`src/rtl/ram_access_arbiter.sv`:
```
// ram_access_arbiter
// Sequences every access to the 512x32 level-sensitive RAM and shares it
// between the instruction fetch port (f_*, read-only) and the load/store
// data port (d_*, read/write). The RAM address and write data are latched
// before any strobe rises and stay put until the next grant. The RAM
// therefore never sees a strobe while its address is moving.
//
// Optional feature macro: ARB_ROUND_ROBIN_EN
//   defined   -> on a tie, the port not granted last wins (d wins the first tie)
//   undefined -> fixed priority, d over f
//
// Ports
//   clk, clr             clock, synchronous active-high reset
//   f_req/f_addr         fetch request, held until f_ack
//   f_rdata/f_ack        last fetched word, one-cycle completion pulse
//   d_req/d_we/d_addr/d_wdata  data request (store when d_we=1), held until d_ack
//   d_rdata/d_ack        last loaded word, one-cycle completion pulse
//   ram_read/ram_write   RAM strobes, never both high
//   ram_address/ram_wdata  latched RAM address and write data
//   ram_rdata            RAM read data, only meaningful while ram_read is high
//   busy                 high whenever the sequencer is not idle
module ram_access_arbiter #(
    parameter int ADDR_W      = 9,
    parameter int DATA_W      = 32,
    parameter int WAIT_CYCLES = 1
) (
    input  logic              clk,
    input  logic              clr,
    input  logic              f_req,
    input  logic [ADDR_W-1:0] f_addr,
    output logic [DATA_W-1:0] f_rdata,
    output logic              f_ack,
    input  logic              d_req,
    input  logic              d_we,
    input  logic [ADDR_W-1:0] d_addr,
    input  logic [DATA_W-1:0] d_wdata,
    output logic [DATA_W-1:0] d_rdata,
    output logic              d_ack,
    output logic              ram_read,
    output logic              ram_write,
    output logic [ADDR_W-1:0] ram_address,
    output logic [DATA_W-1:0] ram_wdata,
    input  logic [DATA_W-1:0] ram_rdata,
    output logic              busy
);

    typedef enum logic [1:0] {IDLE, GRANT, ACCESS, DONE} state_t;

    // The counter only needs to hold WAIT_CYCLES-1.
    localparam int CNT_W = (WAIT_CYCLES > 1) ? $clog2(WAIT_CYCLES) : 1;

    state_t           state;
    state_t           next_state;
    logic [CNT_W-1:0] count;
    logic             owner_d;
    logic             we_q;
    logic             any_req;
    logic             grant_d;

`ifdef ARB_ROUND_ROBIN_EN
    logic             last_d;
`endif

    // Arbitration decision, only acted on in IDLE.
    always_comb begin
        any_req = f_req | d_req;
`ifdef ARB_ROUND_ROBIN_EN
        // On a tie, the port that did not win last time gets the RAM.
        grant_d = d_req & (~f_req | ~last_d);
`else
        grant_d = d_req;
`endif
    end

    // State register.
    always_ff @(posedge clk) begin
        if (clr) begin
            state <= IDLE;
        end else begin
            state <= next_state;
        end
    end

    // Next-state logic: IDLE -> GRANT -> ACCESS (WAIT_CYCLES) -> DONE -> IDLE.
    always_comb begin
        next_state = state;
        case (state)
            IDLE:    if (any_req) next_state = GRANT;
            GRANT:   next_state = ACCESS;
            ACCESS:  if (count == '0) next_state = DONE;
            DONE:    next_state = IDLE;
            default: next_state = IDLE;
        endcase
    end

    // Transaction latches, wait counter and read-data capture.
    // The fetch port has no write data, so a fetch grant leaves ram_wdata alone.
    always_ff @(posedge clk) begin
        if (clr) begin
            owner_d     <= 1'b0;
            we_q        <= 1'b0;
            count       <= '0;
            ram_address <= '0;
            ram_wdata   <= '0;
            f_rdata     <= '0;
            d_rdata     <= '0;
`ifdef ARB_ROUND_ROBIN_EN
            last_d      <= 1'b0;
`endif
        end else begin
            case (state)
                IDLE: begin
                    if (any_req) begin
                        owner_d     <= grant_d;
                        we_q        <= grant_d & d_we;
                        ram_address <= grant_d ? d_addr : f_addr;
                        if (grant_d) begin
                            ram_wdata <= d_wdata;
                        end
`ifdef ARB_ROUND_ROBIN_EN
                        last_d      <= grant_d;
`endif
                    end
                end
                GRANT: begin
                    count <= CNT_W'(WAIT_CYCLES - 1);
                end
                ACCESS: begin
                    if (count != '0) begin
                        count <= count - 1'b1;
                    end else if (!we_q) begin
                        // Last strobe cycle: RAM output has settled.
                        if (owner_d) begin
                            d_rdata <= ram_rdata;
                        end else begin
                            f_rdata <= ram_rdata;
                        end
                    end
                end
                default: begin
                end
            endcase
        end
    end

    // Outputs decoded from state; strobes only ever high in ACCESS.
    always_comb begin
        ram_read  = (state == ACCESS) & ~we_q;
        ram_write = (state == ACCESS) & we_q;
        f_ack     = (state == DONE) & ~owner_d;
        d_ack     = (state == DONE) & owner_d;
        busy      = (state != IDLE);
    end

endmodule

```
`config.mk`:
```
export PLATFORM = sky130hd
export DESIGN_NAME = ram_access_arbiter
export DESIGN_NICKNAME = d
export VERILOG_FILES = /design/src/rtl/ram_access_arbiter.sv
export SDC_FILE = /design/constraint.sdc
export NUM_CORES = 1
export LEC_CHECK = 0
export CAP_MARGIN = 20
export CORE_MARGIN = 2
export CORE_UTILIZATION = 40
export CTS_CLUSTER_DIAMETER = 120
export DETAILED_ROUTE_END_ITERATION = 16
export GPL_TIMING_DRIVEN = 1
export HOLD_SLACK_MARGIN = 0.08
export MAX_ROUTING_LAYER = met4
export PLACE_DENSITY = 0.8
export RECOVER_POWER = 50
export SLEW_MARGIN = 10
export SYNTH_ARGS = -nofsm -noshare
export SYNTH_HDL_FRONTEND = slang
export SYNTH_SLANG_ARGS = --single-unit
```
`constraint.sdc`:
```
create_clock -name clk -period 2.2 [get_ports clk]
set_clock_uncertainty 0.1 [all_clocks]
set_input_delay 0.44 -clock clk [delete_from_list [all_inputs] [get_ports clk]]
set_output_delay 0.44 -clock clk [all_outputs]
set_load 0.02 [all_outputs]
```
==> metrics.txt <==
min Tclk post-route 2.11 ns; dpl cell area 0.00602 mm^2; crit path max fanout 7; area share of the largest cell type after synthesis 55.0%; Min Hold Slack 0.357 ns; Final Net Count 760; Ys Warns 0; Critical Path RT 1.66 ns; worst path arrival time 1.57 ns; GRT Overall Usage 21.8%; WL/cell 14.0 um; Die W 104 um; outcome completed; post-route cell area 0.00618 mm^2; # DRC 0; Remaining Overflow, GRT 0; Final Hold Viols 0; largest net degree at the start of global routing 41; synthesized area per cell 8.09 um^2; startpoint types flop; worst slew pin tran 0.697 ns; PnR Total Power 5.72 mW; Clk pin slew, worst setup/hold paths 0.10 ns; DR vias/cell 4.87; M3 GR Usage 6.10%; Sequential Area 0.00218 mm^2; setup TNS 0 ns; core area 0.00968 mm^2; I/O pin count 197; post-synthesis net count 580; clock sinks 109; register bit total from synthesis 109; FP Rows 36; Synth area leaders dfxtp_1 55%, nand2_1 18%, a21oi_1 12%, buf_2 2.5%, mux2i_1 2.3%; first-pass GRT wire length 18600 um; f_max 474 MHz; Starting Density 40.9%; final worst path period share 95.8%; min-delay worst type flop to flop; antenna cells 0; area of the die 0.0107 mm^2; P&R area growth vs syn 55.8%; vias in the first global route 3860; synth unique cells 24; antenna violations before repair 0; drt first pass iters 5; multi-input logic area 0.00158 mm^2; final core area utilization 63.8%; Post-Route WL 11300 um; Worst Path Class, Setup flop to output port; Power Density 926 mW/mm^2; RSZ-0062 raised after global routing no; CTS tree done; maximum VDD drop 0.000506 V; Synth Cell Area 0.00397 mm^2; max cap viols 0; CTS H-tree depth 3; final setup fails 0; LEAKAGE 2.20 nW; gr busiest metal met2; routability cong. 0.794; Gate Count Post-Synth 490; Final Max Tran Viols 0; input/output buffers 196; Slew headroom 53.5%; TritonCTS Buffers 9; worst skew pair latency 0.35 ns; CP Capture Type output port; root buffer cell clkbuf_8; Die Y-Extent 104 um; via count 3932; met2 Resource Use GR 37.7%; fraction of layout cells with a size suffix above 1 4.15%; area leader, netlist dfxtp_1; Post-DP HPWL 8260 um; # fillers 847; met1 usage 24.3%; Seq/Total Area, Yosys 55.0%; CTS max path bufs 2; First DRT Iteration DRCs 152; Final ANT Viol Nets 0
cell families after synthesis:
kind of cell	count (synthesis)	share of synthesized area, %
adders and majority gates	3	0.947
and+or+nand+nor	218	21.7
AOI/OAI and AO/OA	111	14.8
buffers and inverters	40	5.27
muxes	9	2.27
DFF	109	55.0
report_power, final:
group | internal (mW) | switching, mW
Combinational | 0.948 | 1.19
Sequential | 2.28 | 0.175
Clock | 0.427 | 0.693
Total | 3.66 | 2.06
registers in the layout, summed over array words and instances (netlist names):
register	flops
we_q	1
ram_address	9
d_rdata	32
owner_d	1
state	2
ram_wdata	32
f_rdata	32
layout make-up:
| cell class | count | area share, % |
|---|---|---|
| multi-input combinational | 341 | 25.6 |
| clock inverter | 7 | 0.891 |
| inverter | 3 | 0.182 |
| tap | 133 | 2.69 |
| timing repair buffer | 206 | 33.3 |
| clock buffer | 9 | 2.01 |
| sequential | 109 | 35.3 |
stage by stage:
stage | setup slack (ns) | instances
floorplan | 0.659 | 490
global placement | 0.220 | 792
detailed placement | 0.179 | 792
CTS | 0.0529 | 808
global route | 0.00470 | 808
finish | 0.0920 | 808
Yosys cell counts, drive strengths merged:
| library cell | instances |
|---|---|
| nor3b | 1 |
| a21oi | 99 |
| inv | 3 |
| nor2b | 2 |
| o31ai | 1 |
| nor2 | 11 |
| or3b | 1 |
| or4 | 1 |
| dfxtp | 109 |
| and3b | 1 |
| clkbuf | 11 |
| ha | 3 |
| nand2b | 1 |
| and2 | 3 |
| mux2i | 9 |
| nand2 | 195 |
| a211oi | 10 |
| nor3 | 1 |
| buf | 26 |
| nand3b | 1 |
| o21a | 1 |
routing by layer:
metal,vias up,part of all wire [%]
li1,1950,-
met1,1810,40
met2,153,50
met3,19,7.8
met4,0,2.2
met5,-,0
critical path, stage by stage (launching register included):
cell and delay (ns):
dfxtp_1 0.38, inv_1 0.09, ha_1 0.29, inv_1 0.13, clkdlybuf4s15_1 0.33
placed cells by master (no fill, tap or decap), types with 2 or more instances in the layout:
master	count
clkdlybuf4s50_1	190
ha_1	2
nand2_1	195
nor2b_1	2
buf_12	3
buf_4	4
a211oi_1	10
and2_1	2
a21oi_1	99
clkbuf_2	3
clkbuf_8	9
nor2_1	11
clkinvlp_4	2
dfxtp_1	109
inv_6	4
inv_1	3
dlygate4sd2_1	4
mux2i_1	9
final timing paths:
path	from	end	slack (ns)	depth (start not counted)
max	state[0]	busy	0.09	4
min	f_rdata[28]	f_rdata[28]	0.36	2
max reg2reg	state[0]	ram_address[7]	0.22	6
min reg2reg	f_rdata[28]	f_rdata[28]	0.36	2
what timing repair did:
item | in CTS | in global routing
setup buffers | 0 | 0
pin swaps | 0 | 0
resized for setup | 6 | 1
endpoints found under the setup margin | 5 | 1
hold buffers | 0 | 0
No activity file was read; power rests on OpenSTA's default activity.
